<file path="src/rtl/fifo_ctrl_pkg.sv">
// fifo_ctrl_pkg: shared state type, default widths and free-space helper for the FIFO controllers
package fifo_ctrl_pkg;
  localparam int ADDR_W = $clog2(1024);
  localparam int GNT_W = $clog2(4);
  typedef enum logic [1:0] {IDLE, BURST, FLUSH} state_t;
  function automatic int free_space(input int depth, input int usedw);
    return depth - usedw;
  endfunction
endpackage

</file>
<file path="src/rtl/rr_pick.sv">
// rr_pick: picks the first valid index searching upward from i_ptr+1, wrapping at N
module rr_pick #(
  parameter int N = 4,
  localparam int W = $clog2(N)
) (
  input  logic [N-1:0] i_valid,
  input  logic [W-1:0] i_ptr,
  output logic [W-1:0] o_idx,
  output logic         o_any
);
  // scan farthest first so the nearest valid index wins
  always_comb begin
    o_idx = '0;
    for (int k = N; k >= 1; k--)
      if (i_valid[(int'(i_ptr) + k) % N]) o_idx = W'((int'(i_ptr) + k) % N);
  end
  assign o_any = |i_valid;
endmodule

</file>
<file path="src/rtl/fifo_wr_arbiter.sv">
// fifo_wr_arbiter: round-robin whole-burst arbiter sharing one FIFO write port, with sclr sequencing
module fifo_wr_arbiter
  import fifo_ctrl_pkg::*;
#(
  parameter int N_REQ = 4,
  parameter int DATA_WIDTH = 8,
  parameter int DEPTH_WIDTH = 1024,
  parameter int MAX_BURST = 16,
  localparam int AW = $clog2(DEPTH_WIDTH),
  localparam int GW = $clog2(N_REQ),
  localparam int CW = $clog2(MAX_BURST) + 1
) (
  input  logic                        wr_clk,
  input  logic                        aclr,
  input  logic [N_REQ-1:0]            req_valid,
  input  logic [N_REQ*DATA_WIDTH-1:0] req_data,
  input  logic [N_REQ-1:0]            req_last,
  output logic [N_REQ-1:0]            req_ready,
  input  logic                        flush_req,
  output logic                        flush_done,
  output logic                        fifo_wrreq,
  output logic [DATA_WIDTH-1:0]       fifo_data,
  output logic                        fifo_sclr,
  input  logic                        fifo_full,
  input  logic [AW:0]                 fifo_usedw,
  output logic [GW-1:0]               grant_id,
  output logic                        busy
);
  state_t r_state, w_next;
  logic [GW-1:0] r_grant, r_rr_ptr, w_pick;
  logic [CW-1:0] r_beat_cnt;
  logic w_any, w_room, w_accept, w_end;
  rr_pick #(.N(N_REQ)) u_pick (
    .i_valid(req_valid),
    .i_ptr  (r_rr_ptr),
    .o_idx  (w_pick),
    .o_any  (w_any)
  );
  // admit only when a maximum-length burst is guaranteed to fit
  assign w_room = free_space(DEPTH_WIDTH, int'(fifo_usedw)) >= MAX_BURST;
  assign w_accept = (r_state == BURST) & req_valid[r_grant] & ~fifo_full;
  assign w_end = w_accept & (req_last[r_grant] | (r_beat_cnt == CW'(MAX_BURST - 1)));
  always_comb begin
    w_next = r_state;
    w_next = r_state == IDLE  ? (flush_req ? FLUSH : (w_any & w_room) ? BURST : IDLE)
           : r_state == BURST ? (w_end ? IDLE : BURST)
           : IDLE;
  end
  always_ff @(posedge wr_clk or posedge aclr)
    if (aclr) begin
      r_state    <= IDLE;
      r_grant    <= '0;
      r_beat_cnt <= '0;
      r_rr_ptr   <= GW'(N_REQ - 1);
    end else begin
      r_state <= w_next;
      if (r_state == IDLE && w_next == BURST) begin
        r_grant    <= w_pick;
        r_beat_cnt <= '0;
      end
      if (w_accept) r_beat_cnt <= r_beat_cnt + 1'b1;
      if (w_end) r_rr_ptr <= r_grant;
    end
  assign req_ready  = (r_state == BURST && !fifo_full) ? N_REQ'(1) << r_grant : '0;
  assign fifo_wrreq = w_accept;
  assign fifo_data  = r_state == BURST ? req_data[r_grant*DATA_WIDTH +: DATA_WIDTH] : '0;
  assign fifo_sclr  = r_state == FLUSH;
  assign flush_done = r_state == FLUSH;
  assign grant_id   = r_grant;
  assign busy       = r_state != IDLE;
endmodule

</file>
<file path="config.mk">
export PLATFORM = sky130hd
export DESIGN_NAME = fifo_wr_arbiter
export DESIGN_NICKNAME = d
export VERILOG_FILES = /design/src/rtl/fifo_ctrl_pkg.sv /design/src/rtl/rr_pick.sv /design/src/rtl/fifo_wr_arbiter.sv
export SDC_FILE = /design/constraint.sdc
export NUM_CORES = 1
export LEC_CHECK = 0
export BUFFER_PORTS_ARGS = -buffer_cell sky130_fd_sc_hd__buf_2
export CORE_MARGIN = 4
export CORE_UTILIZATION = 44
export DETAILED_ROUTE_END_ITERATION = 10
export PLACE_DENSITY = 0.93
export SLEW_MARGIN = 10
export SYNTH_ARGS = -nofsm -noshare
export SYNTH_HDL_FRONTEND = slang
export SYNTH_HIERARCHICAL = 1
export SYNTH_SLANG_ARGS = --single-unit
</file>
<file path="constraint.sdc">
create_clock -name wr_clk -period 3.1 [get_ports wr_clk]
set_clock_uncertainty 0.15 [all_clocks]
set_input_delay 0.31 -clock wr_clk [delete_from_list [all_inputs] [get_ports wr_clk]]
set_output_delay 0.31 -clock wr_clk [all_outputs]
set_load 0.02 [all_outputs]
</file>
* Yosys cells after proc, flatten, opt, wreduce, memory -nomap -nowiden
Cells that the tools add are included. Widths: inputs -> output; s select.
Cells by class: $add $sub $neg 6, magnitude comparators 6, equal/unequal tests 4, shift operators 2, muxes and demuxes 29, bitwise gates (word level) 10, reductions and logical operators 11
Operators with widths (number):
- $shiftx 32x6->8 | 1
- $lt 3x4->1 const B | 4
- $mux 1 | 13
- $bmux 1 s2 | 6
- $ge 12x6->1 const B | 1
- $mux 2 | 6
- $sub 11x11->12 const A | 1
- $mux 5 | 2
- $mux 8 | 1
- $reduce_or 2->1 | 4
- $add 5x1->5 const B | 1
- $eq 5x4->1 const B | 1
- $add 2x1->2 const B | 2
- $add 2x2->2 const B | 2
- $and 1x1->1 | 4
- $and 1x1->1 const A | 4
- $eq 2x1->1 const B | 2
- $mux 4 | 1
- $reduce_bool 2->1 | 2
- $reduce_or 4->1 | 1
- $shl 1x2->4 const A | 1
- $lt 2x3->1 const B | 1
- $eq 2x2->1 const B | 1
- $logic_and 1x1->1 | 2
- other kinds (4) | 4
Storage, ports and cells: bits in registers 11, input bits 55, word-level logic and storage cells 72

* Longest topological paths before layout
Gate-level depths: netlist (run 1).
depth after elaboration 12, gate-level depth with buffers 6, mapped depth without buffers 5

* Cells and area by module
The synthesis (run 1) kept the hierarchy.
By module, submodules not included:
- fifo_wr_arbiter | times used 1, cells an instance 83, area an instance 929.6 sq um, sequential area each 277.8 sq um
- rr_pick | times used 1, cells an instance 14, area an instance 91.3 sq um, sequential area each 0.0 sq um

* Worst setup path after synthesis (run 1)
OpenSTA, ideal clock, no wires.
kind flip-flop to output port, from reg r_grant[1], in the netlist grant_id[1], to out req_ready[0], data arrival time 1.557 ns, setup slack 1.083 ns, cell stages (with the launch flop) 4, buffers on the path 2, cell sequence dfrtp_1 -> buf_2 -> clkbuf_1 -> nor4_1
On the way: word-level cells in the longest chain between the ends 2
Ends and longest elaborated chain:
- start, declared | RTL line fifo_wr_arbiter.sv:30 | logic [GW-1:0] r_grant, r_rr_ptr, w_pick;
- start signal, assigned | RTL line fifo_wr_arbiter.sv:58 | r_grant <= w_pick;
- $shl 1x2->4 | RTL line fifo_wr_arbiter.sv:64 | assign req_ready = (r_state == BURST && !fifo_full) ? N_REQ'(1) << r_grant : '0;
- $mux 4 | RTL line fifo_wr_arbiter.sv:64
- end, declared | RTL line fifo_wr_arbiter.sv:18 | output logic [N_REQ-1:0] req_ready,
No other way between the ends.

* Final worst setup path (run 1)
from reg r_grant[0], in the netlist grant_id[0], to out fifo_data[7]
On the way: word-level cells in the longest chain between the ends 2
Ends and longest elaborated chain:
- $shiftx 32x6->8 | RTL line fifo_wr_arbiter.sv:66 | assign fifo_data = r_state == BURST ? req_data[r_grant*DATA_WIDTH +: DATA_WIDTH] : '0;
- $mux 8 | RTL line fifo_wr_arbiter.sv:66
- end, declared | RTL line fifo_wr_arbiter.sv:22 | output logic [DATA_WIDTH-1:0] fifo_data,
No other way between the ends.

==> impl_metrics.tcl, run 1 <==
set metrics [dict create \
    tns_ps 0 \
    routed_wl_um 3010 \
    ctsResizeCount 0 \
    drc_errors 0 \
    cts_buffers 3 \
    final_common_cell "buf_2" \
    status "finished clean" \
    final_cell_area_mm2 0.00142 \
    start_kind "flop" \
    hold_class "in2reg" \
    final_cell_mix "buf_2 (72), nor2b_1 (10), dfrtp_1 (9), nand2_1 (7)" \
    fin_nets 226 \
    grt_max_degree 18 \
    leakagePower_nw 0.754 \
    crit_path_start "grant_id[0]" \
    routedWlPerCell_um 15.4 \
    avgSynthCellArea_um2 10.5 \
    dp.cells 191 \
    core_mm2 0.00221 \
    antenna_found_initial 0 \
    hold_ws_ps 102 \
    area_growth_syn_to_layout_pct 38.8 \
    final_layout_size_suffix_gt1_share_pct 56.0 \
    fp-row-count 17 \
    rr_startpoint "grant_id[0]" \
    synth_area_mm2 0.00102 \
    synth_edf_count 0 \
    drtIter0Drc 57 \
    slew_viol_final 0 \
    dieArea_mm2 0.00316 \
    min_period_ps 2520 \
    grt_util_met3_pct 4.41 \
    ir_drop_mv 0.394 \
    grt_pass1_vias 1047 \
    cp_max_fo 17 \
    fin_crit_sh_pct 81.4 \
    slew_headroom_pct 53.8 \
    routabilityCongestion 0.775 \
    root_buffer "clkbuf_4" \
    worstPathRequired_ps 2640 \
    clkLatencyLatePin_ps 280 \
    port_buffers 72 \
    fin_util_pct 64.1 \
    grt.met1_usage_pct 22.2 \
    cts_tree "done" \
    cap_violations 0 \
    p_total_mw 0.978 \
    regArea_um2 278 \
    cp-end-kind "output port" \
    path_clk_slew_ps 90 \
    hp-start "flush_req" \
    h-tree-depth 1 \
    hold_viol_final 0 \
    die_w_um 56.2 \
    cp_data_arrival_time_ps 2060 \
    grt_overflow 0 \
    crit_type "reg2out" \
    ant_nets 0 \
    grt_pass1_wl_um 4770 \
    cts_setup_buffers 0 \
    dr.pass1.iters 4 \
    top_level_ports 73 \
    p_per_area_mw_per_mm2 690 \
    ys_warn_count 6 \
    async_reset_ff_share_pct 100 \
    yosysUniqueCellTypes 37 \
    grt_use_total_pct 19.4 \
    clock_sinks 11 \
    vias 1042 \
    ys_seq_area_share_pct 27.2 \
    place_area_mm2 0.00138 \
    grt-busiest-layer "met2" \
    finalWorstSetupSlack_ps 576 \
    fin_cells 196 \
    multi_input_area_um2 678 \
    diodes 0 \
    worst_pin_slew_ps 693 \
    synthCells 97 \
    grt_util_met2_pct 34.7 \
    hpwl_um 2520 \
    final-setup-viol-count 0 \
    dpl_worst_slack_ps 886 \
    fp.dieH_um 56.2 \
    fillCellCount 204 \
    synthFlopType "dfrtp_1" \
    syn-num-nets 154 \
    clock_path_buffers 2 \
    vias_per_cell 5.32 \
    start_util_pct 46.2 \
    ys_ff_latch 11 \
    rsz0062_at_grt "no" \
    fmax_mhz 396 \
]
## synthesized netlist by cell type (3+ instances only)
cell | number | share of area [%]
nor2b_1 | 10 | 6.1
dfrtp_1 | 9 | 22
nand2_1 | 7 | 2.6
inv_1 | 6 | 2.2
nor2_1 | 6 | 2.2
mux4_1 | 5 | 13
mux4_2 | 5 | 11
o21ai_0 | 5 | 2.5
nand2b_1 | 4 | 2.5
a21oi_1 | 3 | 1.5
nor4_1 | 3 | 1.8
## layout make-up
| type | count | share of cell area [%] |
|---|---|---|
| clock inverter | 1 | 0.353 |
| sequential | 11 | 19.6 |
| tap | 28 | 2.47 |
| multi-input combinational | 73 | 47.8 |
| clock buffer | 3 | 1.59 |
| inverter | 7 | 2.03 |
| timing repair buffer | 73 | 26.1 |
## critical path: stages, from the launching register on
cell	delay (ps)
dfrtp_1	790
mux4_1	660
nor2b_1	150
buf_2	170
## what timing repair did
item	CTS	global route
endpoints found under the hold margin	9	0
hold buffers	1	0
endpoints found under the setup margin	0	0
## power by group
| part | internal, mW | switching, mW | total, mW |
|---|---|---|---|
| clock | 0.0479 | 0.0591 | 0.107 |
| combinational | 0.297 | 0.254 | 0.551 |
| sequential | 0.199 | 0.121 | 0.320 |
| total | 0.544 | 0.435 | 0.978 |
## kinds of logic (layout without fill, tap and decap cells)
logic type,Yosys count,in the layout,share of synthesized area [%]
AOI/OAI and AO/OA,14,14,9.80
adders and majority gates,2,2,2.45
buffers and inverters,13,84,6.37
DFF,11,11,27.2
muxes,16,16,31.0
and+or+nand+nor,41,41,23.2
## layer usage
metal | vias to the layer above | share of wire [%]
li1 | 498 | -
met1 | 498 | 37
met2 | 40 | 56
met3 | 6 | 5.4
met4 | 0 | 1.8
met5 | - | 0
## registers in the layout (all words and copies together) (netlist names)
signal,count
r_rr_ptr,2
r_beat_cnt,5
r_state,2
grant_id,2
## final timing paths
kind / end / slack [ps] / depth (start not counted)
max: fifo_data[7] / 580 / 3
min: r_state[1] / 100 / 3
max reg2reg: r_rr_ptr[1] / 890 / 3
min reg2reg: r_beat_cnt[0] / 390 / 1
max in group asynchronous: r_rr_ptr[1] / 2070 / 3
min in group asynchronous: r_beat_cnt[2] / 400 / 3
Note: power is estimated with default switching activity, not from simulation.
==> run 2: changes to the inputs <==
--- a/config.mk
+++ b/config.mk
@@ -5,11 +5,12 @@
 export SDC_FILE = /design/constraint.sdc
 export NUM_CORES = 1
 export LEC_CHECK = 0
+export ABC_AREA = 1
 export BUFFER_PORTS_ARGS = -buffer_cell sky130_fd_sc_hd__buf_2
 export CORE_MARGIN = 4
 export CORE_UTILIZATION = 44
 export DETAILED_ROUTE_END_ITERATION = 10
-export PLACE_DENSITY = 0.93
+export PLACE_DENSITY = 0.87
 export SLEW_MARGIN = 10
 export SYNTH_ARGS = -nofsm -noshare
 export SYNTH_HDL_FRONTEND = slang
==> constraint.sdc (replaced) <==
create_clock -name wr_clk -period 2.44 [get_ports wr_clk]
set_clock_uncertainty 0.15 [all_clocks]
set_input_delay 0.244 -clock wr_clk [delete_from_list [all_inputs] [get_ports wr_clk]]
set_output_delay 0.244 -clock wr_clk [all_outputs]
set_load 0.02 [all_outputs]
==> run 2 against run 1 <==
Effect of this change: final cell count up 52%; global-route usage down 1.6 points; sequential power up 21%; sequential share of layout area down 3.0 points; critical endpoint is now fifo_wrreq; clock-buffer cell count up 1; wire length up 14%; combinational power up 92%; die area up 22%; final area up 18%; synthesized area up 26%; highest routed layer unchanged; worst hold slack worse by 43 ps; critical path depth up 3.
==> impl_metrics.tcl, run 2 <==
set metrics [dict create \
    ir_drop_mv 0.709 \
    clock_path_buffers 2 \
    vias 1532 \
    clock_sinks 11 \
    synth_common_cells "nand2_1 (53), nand3_1 (46), inv_1 (19), dfrtp_1 (9), nor2_1 (9)" \
    hold_class "in2reg" \
    synth_top_cell_area_share_pct 17.9 \
    grt.met1_usage_pct 21.0 \
    grt_max_degree 19 \
    vias_per_cell 5.14 \
    area_growth_syn_to_layout_pct 29.8 \
    cts_tree "done" \
    async_reset_ff_share_pct 100 \
    routabilityCongestion 0.956 \
    final_layout_size_suffix_gt1_share_pct 40.8 \
    cts_buffers 3 \
    ys_ff_latch 11 \
    worst_pin_slew_ps 682 \
    place_area_mm2 0.00163 \
    hold_ws_ps 59.2 \
    antenna_found_initial 0 \
    dpl_worst_slack_ps 454 \
    largest_register_ffs 5 \
    min_period_ps 2300 \
    tns_ps 0 \
    p_per_area_mw_per_mm2 943 \
    routed_wl_um 3440 \
    fin_nets 325 \
    fmax_mhz 435 \
    ant_nets 0 \
    path_clk_slew_ps 70 \
    cts_setup_buffers 0 \
    synth.area.mux_share_pct 0 \
    clkLatencyLatePin_ps 260 \
    drc_errors 0 \
    regArea_um2 278 \
    cap_violations 0 \
    grt-busiest-layer "met2" \
    grt_pass1_vias 1224 \
    final_cell_area_mm2 0.00167 \
    r2r_slack_ps 540 \
    rsz0062_at_grt "no" \
    hpwl_um 2870 \
    synth_simple_gate_area_share_pct 53.2 \
    ys_warn_count 6 \
    grt_pass1_wl_um 5140 \
    slew_viol_final 0 \
    dieArea_mm2 0.00385 \
    hold_viol_final 0 \
    final_cell_mix "buf_2 (72), nand2_1 (53), nand3_1 (46), inv_1 (19)" \
    slew_headroom_pct 54.5 \
    fp-row-count 19 \
    ys_seq_area_share_pct 21.6 \
    grt_util_met2_pct 32.4 \
    fin_crit_sh_pct 94.3 \
    fp.dieH_um 62.1 \
    die_w_um 62.1 \
    yosys-top-cells-area "nand3_1 (18%), dfrtp_1 (18%), nand2_1 (15%)" \
    finalWorstSetupSlack_ps 140 \
    synth_compound_area_share_pct 9.63 \
    grt_overflow 0 \
    synthMostInstantiatedCell "nand2_1" \
    status "finished clean" \
    synthFlopType "dfrtp_1" \
    synthAdderAreaFrac_pct 1.95 \
    cp_data_arrival_time_ps 1910 \
    grt_util_met3_pct 3.93 \
    core_mm2 0.00278 \
    cp_max_fo 18 \
    fillCellCount 276 \
    leakagePower_nw 0.949 \
    regMostFlops "r_beat_cnt" \
    synth_edf_count 0 \
    avgSynthCellArea_um2 6.50 \
    yosysUniqueCellTypes 28 \
    routedWlPerCell_um 11.5 \
    crit_type "reg2out" \
    synth_xor_area_share_pct 0.681 \
    synth_top_area_cell "nand3_1" \
    grt_use_total_pct 17.8 \
    multi_input_area_um2 842 \
    synthCells 198 \
    diodes 0 \
    start_kind "flop" \
    start_util_pct 46.2 \
    synth_area_mm2 0.00129 \
    final-setup-viol-count 0 \
    top_level_ports 73 \
    p_total_mw 1.57 \
    syn-num-nets 255 \
    cp-end-kind "output port" \
    dr.pass1.iters 4 \
    final_common_cell "buf_2" \
    port_buffers 72 \
    h-tree-depth 1 \
    worstPathRequired_ps 2050 \
    drtIter0Drc 80 \
    synth_top_family_by_area "simple AND/OR/NAND/NOR gates" \
    root_buffer "clkbuf_4" \
]
[run 2: cell count changes in the layout (fill, tap and decap cells not counted), moves of 8 or more]
| cell | before | now |
|---|---|---|
| nor2b_1 | 10 | 0 |
| nand3_1 | 1 | 46 |
| nand2_2 | 0 | 8 |
| inv_1 | 6 | 19 |
| nand2_1 | 7 | 53 |
| a41oi_1 | 0 | 8 |
[run 2: worst paths after layout]
kind,cells past startpoint,start,endpoint
min in group asynchronous,3,aclr,r_state[1]
min,3,flush_req,r_state[1]
max,6,grant_id[0],fifo_wrreq
min reg2reg,2,r_rr_ptr[1],r_rr_ptr[1]
max reg2reg,8,grant_id[0],r_state[0]
max in group asynchronous,3,aclr,r_rr_ptr[0]
[run 2: report_power, final]
group | internal, mW | switching, mW | total, mW
combinational | 0.378 | 0.687 | 1.06
clock | 0.0632 | 0.0574 | 0.121
sequential | 0.247 | 0.141 | 0.388
[run 2: final cells by class]
| cell class | instances | area share, % |
|---|---|---|
| Inverter | 25 | 5.92 |
| Sequential cell | 11 | 16.6 |
| Multi-Input combinational cell | 152 | 50.4 |
| Timing Repair Buffer | 75 | 23.1 |
| Clock buffer | 4 | 1.57 |
| Tap cell | 31 | 2.32 |
[run 2: cells by family after synthesis]
family	Yosys count
compound gates	15
flops	11
fa+ha+maj	2
xor+xnor	1
buf+inv	35
simple gates	134
[run 2: routing by layer]
metal | up-vias | part of all wire (%)
met5 | - | 0
met2 | 81 | 47
li1 | 794 | -
met1 | 655 | 40
met3 | 2 | 13
met4 | 0 | 0.35
[run 2: critical path: stages, from the launching register on]
cell and delay (ps):
dfrtp_1 780, inv_2 230, nand3_1 140, nand2_2 90, nor2_4 160, nor2_8 70, buf_2 160
[run 2: stage by stage]
| stage | std cells | utilization, % |
|---|---|---|
| 2_1_floorplan | 198 | - |
| 3_3_place_gp | 293 | 58.7 |
| 3_5_place_dp | 293 | 58.7 |
| 4_1_cts | 298 | 60.0 |
| 5_1_grt | 298 | 60.0 |
| 6_report | 298 | 60.0 |
[run 2: what timing repair did]
action                                  4_1_cts  5_1_grt
hold buffers                                  1        0
endpoints found under the hold margin         9        0
endpoints found under the setup margin        0        0
resized for setup                             0        0
